`src/rtl/player_packet_decoder.sv`:
```
// ============================================================================
// player_packet_decoder
//
// Recovers framed player-action packets from a serial bit stream (MSB of each
// word first), validates the header and XOR checksum, and stores the action
// word of each accepted packet in a per-player register bank.
//
// Frame layout (all words WORD_W bits):
//   SYNC_WORD | header {player ID, LEN} | LEN payload words | checksum
//   checksum = header ^ payload[0] ^ ... ^ payload[LEN-1]
//   The first INFO_WORDS payload words form the action, first word in the MSBs.
//
// Optional feature macro: DECODER_TIMEOUT_EN
//   When defined, a packet is abandoned with err code 3 after TIMEOUT_CYC
//   consecutive cycles without a valid bit while in HEADER, DATA or CHECK.
//   When undefined, the decoder waits indefinitely mid-packet.
//
// Ports:
//   clk_in          system clock
//   rst_in          synchronous active-low reset
//   data_in         serial data bit
//   valid_in        data_in carries a bit this cycle
//   info_out        action word of the last accepted packet
//   player_out      player ID of the last accepted packet
//   info_valid_out  one-cycle pulse on packet acceptance
//   err_out         one-cycle pulse on packet rejection
//   err_code_out    rejection cause (1 header, 2 checksum, 3 timeout)
//   rd_player_in    player table read address
//   rd_info_out     combinational read of the player table
// ============================================================================
module player_packet_decoder #(
    parameter int              WORD_W      = 16,
    parameter logic [WORD_W-1:0] SYNC_WORD = 16'hA55A,
    parameter int              NUM_PLAYERS = 4,
    parameter int              INFO_WORDS  = 2,
    parameter int              MAX_LEN     = 8,
    parameter int              TIMEOUT_CYC = 1024
) (
    input  logic                                   clk_in,
    input  logic                                   rst_in,
    input  logic                                   data_in,
    input  logic                                   valid_in,
    output logic [INFO_WORDS*WORD_W-1:0]           info_out,
    output logic [$clog2(NUM_PLAYERS)-1:0]         player_out,
    output logic                                   info_valid_out,
    output logic                                   err_out,
    output logic [1:0]                             err_code_out,
    input  logic [$clog2(NUM_PLAYERS)-1:0]         rd_player_in,
    output logic [INFO_WORDS*WORD_W-1:0]           rd_info_out
);

    localparam int INFO_W = INFO_WORDS * WORD_W;
    localparam int ID_W   = $clog2(NUM_PLAYERS);
    localparam int HALF   = WORD_W / 2;
    localparam int BC_W   = $clog2(WORD_W);

    localparam logic [HALF-1:0] NUM_PLAYERS_H = HALF'(NUM_PLAYERS);
    localparam logic [HALF-1:0] INFO_WORDS_H  = HALF'(INFO_WORDS);
    localparam logic [HALF-1:0] MAX_LEN_H     = HALF'(MAX_LEN);
    localparam logic [BC_W-1:0] LAST_BIT      = BC_W'(WORD_W - 1);

    localparam logic [1:0] ERR_HEADER   = 2'd1;
    localparam logic [1:0] ERR_CHECKSUM = 2'd2;

    typedef enum logic [1:0] {
        HUNT,
        HEADER,
        DATA,
        CHECK
    } state_t;

    state_t              state;
    logic [WORD_W-1:0]   window;
    logic [BC_W-1:0]     bit_cnt;
    logic [HALF-1:0]     word_cnt;
    logic [HALF-1:0]     len_q;
    logic [ID_W-1:0]     id_q;
    logic [WORD_W-1:0]   acc;
    logic [INFO_W-1:0]   staging;
    logic [INFO_W-1:0]   player_table [NUM_PLAYERS];

`ifdef DECODER_TIMEOUT_EN
    localparam int TO_W = $clog2(TIMEOUT_CYC + 1);
    localparam logic [1:0] ERR_TIMEOUT = 2'd3;
    logic [TO_W-1:0]     idle_cnt;
`endif

    // Window contents after the bit offered this cycle is shifted in; every
    // word-level decision is made on this value so it takes effect on the
    // same edge that consumes the final bit.
    logic [WORD_W-1:0]   next_window;
    logic [HALF-1:0]     hdr_id;
    logic [HALF-1:0]     hdr_len;
    logic                hdr_bad;
    logic                word_done;

    always_comb begin
        next_window = {window[WORD_W-2:0], data_in};
        hdr_id      = next_window[WORD_W-1:HALF];
        hdr_len     = next_window[HALF-1:0];
        hdr_bad     = (hdr_id >= NUM_PLAYERS_H) ||
                      (hdr_len < INFO_WORDS_H) ||
                      (hdr_len > MAX_LEN_H);
        word_done   = (bit_cnt == LAST_BIT);
    end

    // Out-of-range addresses (non power-of-two tables) read as zero.
    always_comb begin
        rd_info_out = '0;
        if ({1'b0, rd_player_in} < (ID_W + 1)'(NUM_PLAYERS)) begin
            rd_info_out = player_table[rd_player_in];
        end
    end

    always_ff @(posedge clk_in) begin
        if (!rst_in) begin
            state          <= HUNT;
            window         <= '0;
            bit_cnt        <= '0;
            word_cnt       <= '0;
            len_q          <= '0;
            id_q           <= '0;
            acc            <= '0;
            staging        <= '0;
            info_out       <= '0;
            player_out     <= '0;
            info_valid_out <= 1'b0;
            err_out        <= 1'b0;
            err_code_out   <= 2'd0;
            for (int i = 0; i < NUM_PLAYERS; i++) begin
                player_table[i] <= '0;
            end
`ifdef DECODER_TIMEOUT_EN
            idle_cnt       <= '0;
`endif
        end else begin
            info_valid_out <= 1'b0;
            err_out        <= 1'b0;

`ifdef DECODER_TIMEOUT_EN
            // Idle counter only runs while a packet is open; any valid bit
            // restarts it.
            if (state != HUNT) begin
                if (valid_in) begin
                    idle_cnt <= '0;
                end else if (idle_cnt == TO_W'(TIMEOUT_CYC - 1)) begin
                    err_out      <= 1'b1;
                    err_code_out <= ERR_TIMEOUT;
                    state        <= HUNT;
                    window       <= '0;
                    bit_cnt      <= '0;
                    idle_cnt     <= '0;
                end else begin
                    idle_cnt <= idle_cnt + 1'b1;
                end
            end
`endif

            if (valid_in) begin
                window <= next_window;
                case (state)
                    HUNT: begin
                        // Sliding compare on every bit; no word alignment yet.
                        if (next_window == SYNC_WORD) begin
                            state   <= HEADER;
                            window  <= '0;
                            bit_cnt <= '0;
                        end
                    end

                    HEADER: begin
                        bit_cnt <= word_done ? '0 : bit_cnt + 1'b1;
                        if (word_done) begin
                            acc      <= next_window;
                            id_q     <= hdr_id[ID_W-1:0];
                            len_q    <= hdr_len;
                            word_cnt <= '0;
                            staging  <= '0;
                            if (hdr_bad) begin
                                err_out      <= 1'b1;
                                err_code_out <= ERR_HEADER;
                                state        <= HUNT;
                                window       <= '0;
                            end else begin
                                state <= DATA;
                            end
                        end
                    end

                    DATA: begin
                        bit_cnt <= word_done ? '0 : bit_cnt + 1'b1;
                        if (word_done) begin
                            acc      <= acc ^ next_window;
                            word_cnt <= word_cnt + 1'b1;
                            // Shifting left keeps the first captured word in
                            // the most significant position.
                            if (word_cnt < INFO_WORDS_H) begin
                                staging <= (staging << WORD_W) | INFO_W'(next_window);
                            end
                            if (word_cnt + 1'b1 == len_q) begin
                                state <= CHECK;
                            end
                        end
                    end

                    CHECK: begin
                        bit_cnt <= word_done ? '0 : bit_cnt + 1'b1;
                        if (word_done) begin
                            if (next_window == acc) begin
                                player_table[id_q] <= staging;
                                info_out           <= staging;
                                player_out         <= id_q;
                                info_valid_out     <= 1'b1;
                            end else begin
                                err_out      <= 1'b1;
                                err_code_out <= ERR_CHECKSUM;
                            end
                            // Fresh window so packet tail bits cannot
                            // combine with later bits into a false sync.
                            state  <= HUNT;
                            window <= '0;
                        end
                    end

                    default: begin
                        state <= HUNT;
                    end
                endcase
            end
        end
    end

endmodule

```
`config.mk`:
```
export PLATFORM = sky130hd
export DESIGN_NAME = player_packet_decoder
export DESIGN_NICKNAME = d
export VERILOG_FILES = /design/src/rtl/player_packet_decoder.sv
export SDC_FILE = /design/constraint.sdc
export NUM_CORES = 1
export LEC_CHECK = 0
export CORE_MARGIN = 8
export CORE_UTILIZATION = 59
export DETAILED_ROUTE_END_ITERATION = 10
export PLACE_DENSITY_LB_ADDON = 0.12
export SETUP_SLACK_MARGIN = 0.3
export SYNTH_ARGS = -nofsm -noshare
export SYNTH_HDL_FRONTEND = slang
export SYNTH_SLANG_ARGS = --single-unit
```
`constraint.sdc`:
```
create_clock -name clk_in -period 5.94 [get_ports clk_in]
set_input_delay 0.594 -clock clk_in [delete_from_list [all_inputs] [get_ports clk_in]]
set_output_delay 0.594 -clock clk_in [all_outputs]
set_load 0.02 [all_outputs]
```
Word-level counts from Yosys, hierarchy flattened
Memory sizes are Yosys's and may differ from the RTL's.
Index checks and enable logic that the tools add are counted.
{"block": "totals", "ff_bits": 125, "mem_count": 1, "rom_bits": 0, "latchBits": 0, "input_bits": 6, "out_inout_bits": 70, "ramBits": 128}
{"block": "classes", "eq_ne": 15, "bitwise": 2, "shift": 0, "div": 0, "multipliers": 0, "n_reduce_logical": 15, "order_cmp": 4, "addsub": 2, "n_mux": 45}
{"memory": "player_table", "depth": 4, "width": 32, "read_ports": 1, "rd_ports_with_merged_regs": 0, "write_ports": 4, "line": "80", "rtl": "logic [INFO_W-1:0] player_table [NUM_PLAYERS];"}
{"operator": "32-bit 2-to-1 mux", "n": 4}
{"operator": "32-bit case mux with 2 select lines", "n": 1}
{"operator": "15-bit 2-to-1 mux", "n": 4}
{"operator": "15-bit case mux with 3 select lines", "n": 1}
{"operator": "16-bit 2-to-1 mux", "n": 2}
{"operator": "32-bit by 16-bit bitwise OR with 32-bit output", "n": 1}
{"operator": "16-bit case mux with 2 select lines", "n": 1}
{"operator": "32-bit OR reduction", "n": 1}
{"operator": "2-bit 2-to-1 mux", "n": 11}
{"operator": "16-bit == test", "n": 1}
{"operator": "16-bit == test (second input constant)", "n": 1}
{"operator": "8-bit by 2-bit less-than comparator with 1-bit output (second input constant)", "n": 2}
{"operator": "8-bit 2-to-1 mux", "n": 2}
{"operator": "2-bit != test (second input constant)", "n": 8}
{"operator": "8-bit case mux with 2 select lines", "n": 1}
{"operator": "16-bit XOR", "n": 1}
{"operator": "1-bit 2-to-1 mux", "n": 12}
{"operator": "6-bit AND reduction", "n": 2}
{"operator": "8-bit by 1-bit adder with 8-bit output (second input constant)", "n": 1}
{"operator": "8-bit == test", "n": 1}
{"operator": "8-bit by 3-bit >= comparator with 1-bit output (second input constant)", "n": 1}
{"operator": "8-bit by 4-bit > comparator with 1-bit output (second input constant)", "n": 1}
{"operator": "4-bit 2-to-1 mux", "n": 2}
{"operator": "2-bit case mux with 4 select lines", "n": 1}
{"operator": "15 further kinds", "n": 20}

Logic depth before layout (Yosys ltp)
Gate-level depths: netlist (run 1).
{"block": "logic_depth", "ltp_word": 9, "ltp_mapped": 8}

Worst setup path after synthesis (run 1)
No wires, ideal clock.
{"block": "synth_timing", "path_kind": "input -> register", "start": "in data_in", "end": "mem player_table[0][0] (netlist name), enable pin", "slack_ps": 1636, "arrival_time_ps": 3834, "path_stages": 6, "n_path_buf": 1, "setup_ps": 470, "t_required_ps": 5470, "cell_sequence": "xor2_1 -> nor4_1 -> and4_1 -> buf_2 -> nand3_1 -> o31ai_1"}
{"element": "from (decl)", "line": "41", "rtl": "input logic data_in,"}
{"element": "to (decl)", "line": "80"}

==> results by group, run 1 <==
Final layout
  • Multi-input combinational cell area: 4140 um^2
  • Reg area: 6350 um^2
  • # diodes: 0
  • Share of cells above drive strength 1: 0.114
  • Final cell count without fillers: 1,285
  • Syn-to-layout area delta: 15.5%
  • Final nets: 1,044
  • Layout fillers: 1,328

Drt
  • Wire length per cell: 20.1 um
  • Residual DRC count: 0
  • Routed via count: 7,683
  • Via-to-Cell Ratio: 5.98
  • First drt pass iteration count: 5
  • Post-Route WL: 25.9 mm
  • Initial drt markers: 761
  • ANT nets after route: 0

Die
  • Initial Util: 0.603
  • Die Y: 152 um
  • Core Footprint: 18,000 um^2
  • Die width: 152 um
  • Row count: 49
  • Die area: 23,000 um^2
  • IO Pins: 76

Synthesis
  • Unique masters post-synth: 54
  • Avg Cell Area, Syn: 10.8 um^2
  • Synth warn: 0
  • Post-synth top area share: 0.354
  • FFs w/ async S/R, synth: 0
  • Synth area leader: edfxtp_1
  • Most frequent cell after synthesis: nor2_1
  • Syn Inst Count: 1,003
  • Synth Flop Type: edfxtp_1
  • Number of flops mapped to enable cells by yosys: 128
  • Synth top cells by count: 195 x nor2_1, 144 x nand2_1, 128 x edfxtp_1
  • Post-synthesis sequential area ratio: 0.584
  • Yosys reg bits: 253
  • Syn_nets: 1,011
  • Post-Syn Area: 10,900 um^2
  • Ranking of synthesized cells by area: edfxtp_1 35%, dfxtp_1 23%, nor2_1 6.7%, mux4_2 6.6%, nand2_1 5.0%

Hold path
  • Min-Delay Path Class: reg2reg

Pwr
  • Leak: 0.00411 uW
  • P per Cell Area: 301 nW/um^2
  • Peak supply drop: 0.000222 V

STA
  • Max-slew violations: 0
  • Relative slew slack: 0.189
  • Minimum clock period: 3.30 ns
  • TNS Setup: 0 ns
  • Fmax: 303 MHz
  • Count of final hold-check violations: 0
  • Clk_skew: 0.0111 ns
  • Final Setup Violations: 0
  • RSZ-0062 raised after global routing: false
  • Hold slack final: 0.455 ns
  • Worst-Margin Slew: 1.21 ns
  • Tcrit/Tclk final: 0.555

CTS
  • CTS HTree Levels: 1
  • Sink Count: 253
  • Hold-fix buffers, CTS: 0
  • Inserted Clock Buffers: 26
  • Buffer depth of the longest clock path: 3
  • Root buf cell: clkbuf_16
  • Setup bufs post-CTS: 0
  • CTS tree: built
  • Clock-pin slew on the worst setup and hold paths: 0.06 ns
  • Worst-Skew Late Latency: 0.52 ns
  • Cts repair resizes: 0

GRT
  • Largest net degree at the start of global routing: 77
  • First-pass GRT wire length: 40.6 mm
  • Overflow after GRT: 0
  • Number of global-route vias before repair: 7,273
  • Gr usage total: 0.225
  • Initial antenna violation count: 0

Run
  • Max-cap violation count: 0

Critical path
  • Endpoint class of the critical path: flop
  • CP required: 6.13 ns
  • Setup crit start kind: flop
  • Critical path type: reg2reg
  • Crit path max fanout: 19
  • Worst EP arrival: 3.48 ns

Placement
  • Port Buffers: 75
  • Dpl hpwl: 16.5 mm
  • Final Wtd Congestion: 0.819
  • Placed Cells: 1,237

Status
  • Outcome: completed
-- metrics by stage --
stage | area (um^2) | worst slack [ns] | util | power, uW
2_1_floorplan | 10900 | 1.64 | - | 2040
3_3_place_gp | 11600 | 2.20 | 0.646 | 2110
3_5_place_dp | 11600 | 2.15 | 0.646 | 2120
4_1_cts | 12600 | 2.66 | 0.697 | 3800
5_1_grt | 12600 | 2.47 | 0.697 | 3880
6_report | 12600 | 2.64 | 0.697 | 3780
-- routing by layer --
layer,vias up,GRT usage,wire length (um)
met1,3738,0.332,11900
li1,3627,-,-
met4,0,0.0598,476
met5,-,0,0
met2,284,0.336,11600
met3,34,0.0395,1970
-- cells by family after synthesis --
group	synth area share
simple gates	0.156
flops	0.584
compound gates	0.0928
buf+inv	0.0389
mux	0.106
xor+xnor	0.0201
fa+ha+maj	0.00230
-- cell type report --
| type | count | area share |
|---|---|---|
| repair buffers | 91 | 0.0685 |
| clock buffers | 39 | 0.0654 |
| inverters | 4 | 0.00120 |
| multi-input cells | 660 | 0.329 |
| well taps | 229 | 0.0228 |
| flip-flops and latches | 253 | 0.505 |
| clock inverters | 9 | 0.00737 |
-- flip-flops by register name (all words and copies together) (netlist names), named ones only --
| register | count |
|---|---|
| err_code_out | 2 |
| err_out | 1 |
| acc | 16 |
| id_q | 2 |
| player_out | 2 |
| info_valid_out | 1 |
| len_q | 8 |
| staging | 32 |
| info_out | 32 |
| bit_cnt | 4 |
| window | 15 |
| state | 1 |
| player_table | 128 |
| word_cnt | 8 |
-- cell usage in the layout, fill, tap and decap left out, types with 29 or more instances in the layout --
cell / netlist / routed
nor2_1: 195 / 193
nand2_1: 144 / 144
edfxtp_1: 128 / 128
dfxtp_1: 125 / 125
clkdlybuf4s50_1: 0 / 73
o21ai_0: 49 / 46
mux2i_1: 43 / 43
a21oi_1: 37 / 37
a22oi_1: 32 / 32
mux4_2: 32 / 32
clkbuf_16: 0 / 29
-- power breakdown --
part,total (uW),switching [uW],internal [uW]
clock network,1700,657,1040
registers,1890,15.8,1870
logic,188,107,81.5
total,3780,779,3000
-- worst max-delay path: stages, from the launching register on --
cell	delay [ns]
dfxtp_1	0.59
xor2_1	0.14
nor4_1	0.41
and4_1	0.39
nand3_1	0.23
o31ai_4	0.78
buf_4	0.42
-- worst paths after layout --
path         slack, ns            endpoint         from  cells past startpoint
max               2.64  player_table[0][7]    window[6]                      6
min               0.45         info_out[3]  info_out[3]                      2
max reg2reg       2.64  player_table[0][7]    window[6]                      6
min reg2reg       0.45         info_out[3]  info_out[3]                      2
Power figures use the tool's default switching activity.
==> run 2, diff against run 1 <==
--- a/config.mk
+++ b/config.mk
@@ -6,7 +6,7 @@
 export NUM_CORES = 1
 export LEC_CHECK = 0
 export CORE_MARGIN = 8
-export CORE_UTILIZATION = 59
+export CORE_UTILIZATION = 53
 export DETAILED_ROUTE_END_ITERATION = 10
 export PLACE_DENSITY_LB_ADDON = 0.12
 export SETUP_SLACK_MARGIN = 0.3
==> constraint.sdc (replaced) <==
create_clock -name clk_in -period 2.95 [get_ports clk_in]
set_input_delay 0.295 -clock clk_in [delete_from_list [all_inputs] [get_ports clk_in]]
set_output_delay 0.295 -clock clk_in [all_outputs]
set_load 0.02 [all_outputs]
==> results by group, run 2 (synthesized netlist as in run 1, its figures left out) <==
Final layout
  • Largest Register: player_table
  • Final nets: 1,070 (+2.5%)
  • Final Util: 0.637 (-0.0598)
  • # diodes: 0 (unchanged)
  • Layout fillers: 1,602 (+21%)
  • Final cell count without fillers: 1,352 (+5.2%)
  • Top Registers: player_table x128, info_out x32, staging x32
  • Largest register FFs: 128 (unchanged)
  • Share of cells above drive strength 1: 0.130 (+0.0167)
  • Multi-input combinational cell area: 4160 um^2 (+0.48%)
  • Reg area: 6350 um^2 (unchanged)
  • Most frequent cells in the layout: 193 x nor2_1, 144 x nand2_1, 128 x edfxtp_1
  • Syn-to-layout area delta: 18.2%
  • Commonest non-fill, non-tap cell in the layout: nor2_1

Die
  • Core Footprint: 20,200 um^2 (+12%)
  • Die width: 159 um (+4.9%)
  • Die area: 25,400 um^2 (+10%)
  • IO Pins: 76 (unchanged)
  • Row count: 52 (+6.1%)
  • Die Y: 159 um (+4.9%)
  • Initial Util: 0.539 (-0.0641)

Pwr
  • Leak: 0.00422 uW (+2.8%)
  • Peak supply drop: 0.000412 V (+86%)
  • P per Cell Area: 574 nW/um^2 (+91%)

Hold path
  • Worst hold start: rst_in
  • Min-Delay Path Class: in2reg
  • WHS Endpoint: staging[9]
  • Hold Path Stages: 3 (+1)

GRT
  • Number of global-route vias before repair: 7,425 (+2.1%)
  • Largest net degree at the start of global routing: 75 (-2.6%)
  • Overflow after GRT: 0 (unchanged)
  • Initial antenna violation count: 0 (unchanged)
  • Gr usage total: 0.206 (-0.0193)
  • First-pass GRT wire length: 42.1 mm (+3.8%)

CTS
  • Sink Count: 253 (unchanged)
  • Setup bufs post-CTS: 0 (unchanged)
  • Buffer depth of the longest clock path: 3 (unchanged)
  • Worst-Skew Late Latency: 0.54 ns (+0.02 ns)
  • CTS HTree Levels: 1 (unchanged)
  • Cts repair resizes: 0 (unchanged)
  • Clock-pin slew on the worst setup and hold paths: 0.06 ns (about the same)
  • Root buf cell: clkbuf_16
  • CTS tree: built
  • Inserted Clock Buffers: 26 (unchanged)
  • Hold-fix buffers, CTS: 0 (unchanged)

STA
  • Count of final hold-check violations: 0 (unchanged)
  • Tcrit/Tclk final: 0.857 (+0.302)
  • Setup WS post-layout: 0.421 ns (-2.22 ns)
  • RSZ-0062 raised after global routing: false
  • Minimum clock period: 2.53 ns (-0.768 ns)
  • Clk_skew: 0.0226 ns (+0.0115 ns)
  • Final Setup Violations: 0 (unchanged)
  • Fmax: 395 MHz (+30%)
  • Relative slew slack: 0.349 (+0.160)
  • Worst-Margin Slew: 0.973 ns (-0.239 ns)
  • Max-slew violations: 0 (unchanged)
  • Hold slack final: 0.268 ns (-0.187 ns)
  • TNS Setup: 0 ns (unchanged)

Drt
  • Initial drt markers: 608 (-20%)
  • Routed via count: 7,714 (+0.40%)
  • Residual DRC count: 0 (unchanged)
  • Via-to-Cell Ratio: 5.71 (-4.6%)
  • First drt pass iteration count: 5 (unchanged)
  • ANT nets after route: 0 (unchanged)
  • Wire length per cell: 19.6 um (-2.7%)
  • Post-Route WL: 26.5 mm (+2.4%)

Critical path
  • Setup crit start kind: flop
  • Worst EP arrival: 2.74 ns (-0.74 ns)
  • Max stage delay on crit path: 0.51 ns (-0.27 ns)
  • Endpoint class of the critical path: flop
  • Crit-path slowest cell: dfxtp_1
  • R2r startpoint: window[10]
  • Critical path type: reg2reg
  • Reg2Reg Setup Slack: 0.42 ns (-2.22 ns)
  • Crit path max fanout: 32 (+13)
  • CP required: 3.16 ns (-2.97 ns)
  • R2R Path End: player_table[0][31]
  • CP Cell Sequence: xor2_1, nor4_1, and4_1, nand3_4, o31ai_4, buf_12
  • Reg2Reg Depth: 6 (unchanged)

Placement
  • Port Buffers: 75 (unchanged)
  • Dpl hpwl: 17.1 mm (+3.7%)
  • Pre-CTS setup slack: 0.362 ns (-1.79 ns)
  • Final Wtd Congestion: 0.840 (+2.6%)
  • Placed Cells: 1,304 (+5.4%)

Status
  • Outcome: completed

Run
  • Max-cap violation count: 0 (unchanged)
## run 2: cell types whose count changed in the layout (fill, tap and decap cells not counted), sizes merged
cell and change:
buf +26, bufinv -2, clkbuf +4, inv -2
## run 2: report_power, final
group	switching, uW	internal, uW	total (uW)
sequential	24.8	3770	3800
combinational	222	183	406
clock	1320	1850	3170
## run 2: worst max path at each step
| stage | from | endpoint |
|---|---|---|
| 2_1_floorplan | window[0] | player_table[0][0] |
| 3_3_place_gp | data_in | player_table[0][11] |
| 3_5_place_dp | data_in | player_table[0][20] |
| 4_1_cts | window[10] | player_table[0][2] |
| 5_1_grt | window[10] | player_table[0][2] |
| 6_report | window[10] | player_table[0][31] |
## run 2: final cells by class
type | instances | area share
well taps | 270 | 0.0263
flip-flops and latches | 253 | 0.494
clock buffers | 43 | 0.0623
clock inverters | 5 | 0.00273
multi-input cells | 660 | 0.324
inverters | 4 | 0.00117
repair buffers | 117 | 0.0900
## run 2: through the flow
step	total power (uW)	cell area, um^2
after floorplan	4110	10900
after global placement	4280	12000
after detailed placement	4290	12000
after CTS	7430	12800
after global routing	7610	12800
final	7370	12800
## run 2: critical path: cells and delay by family, from the launching register on
family                    cells  cell delay (ns)
and+or+nand+nor               3             1.04
buffers and inverters         1             0.26
xor gates and xnor gates      1             0.11
AOI/OAI and AO/OA             1             0.28
DFF                           1             0.51
## run 2: per-layer routing
metal / wire length [um] / track usage / vias to the layer above
li1: - / - / 3678
met1: 12100 / 0.299 / 3731
met2: 12100 / 0.314 / 263
met3: 1790 / 0.0346 / 42
met4: 516 / 0.0557 / 0
met5: 0 / 0 / -
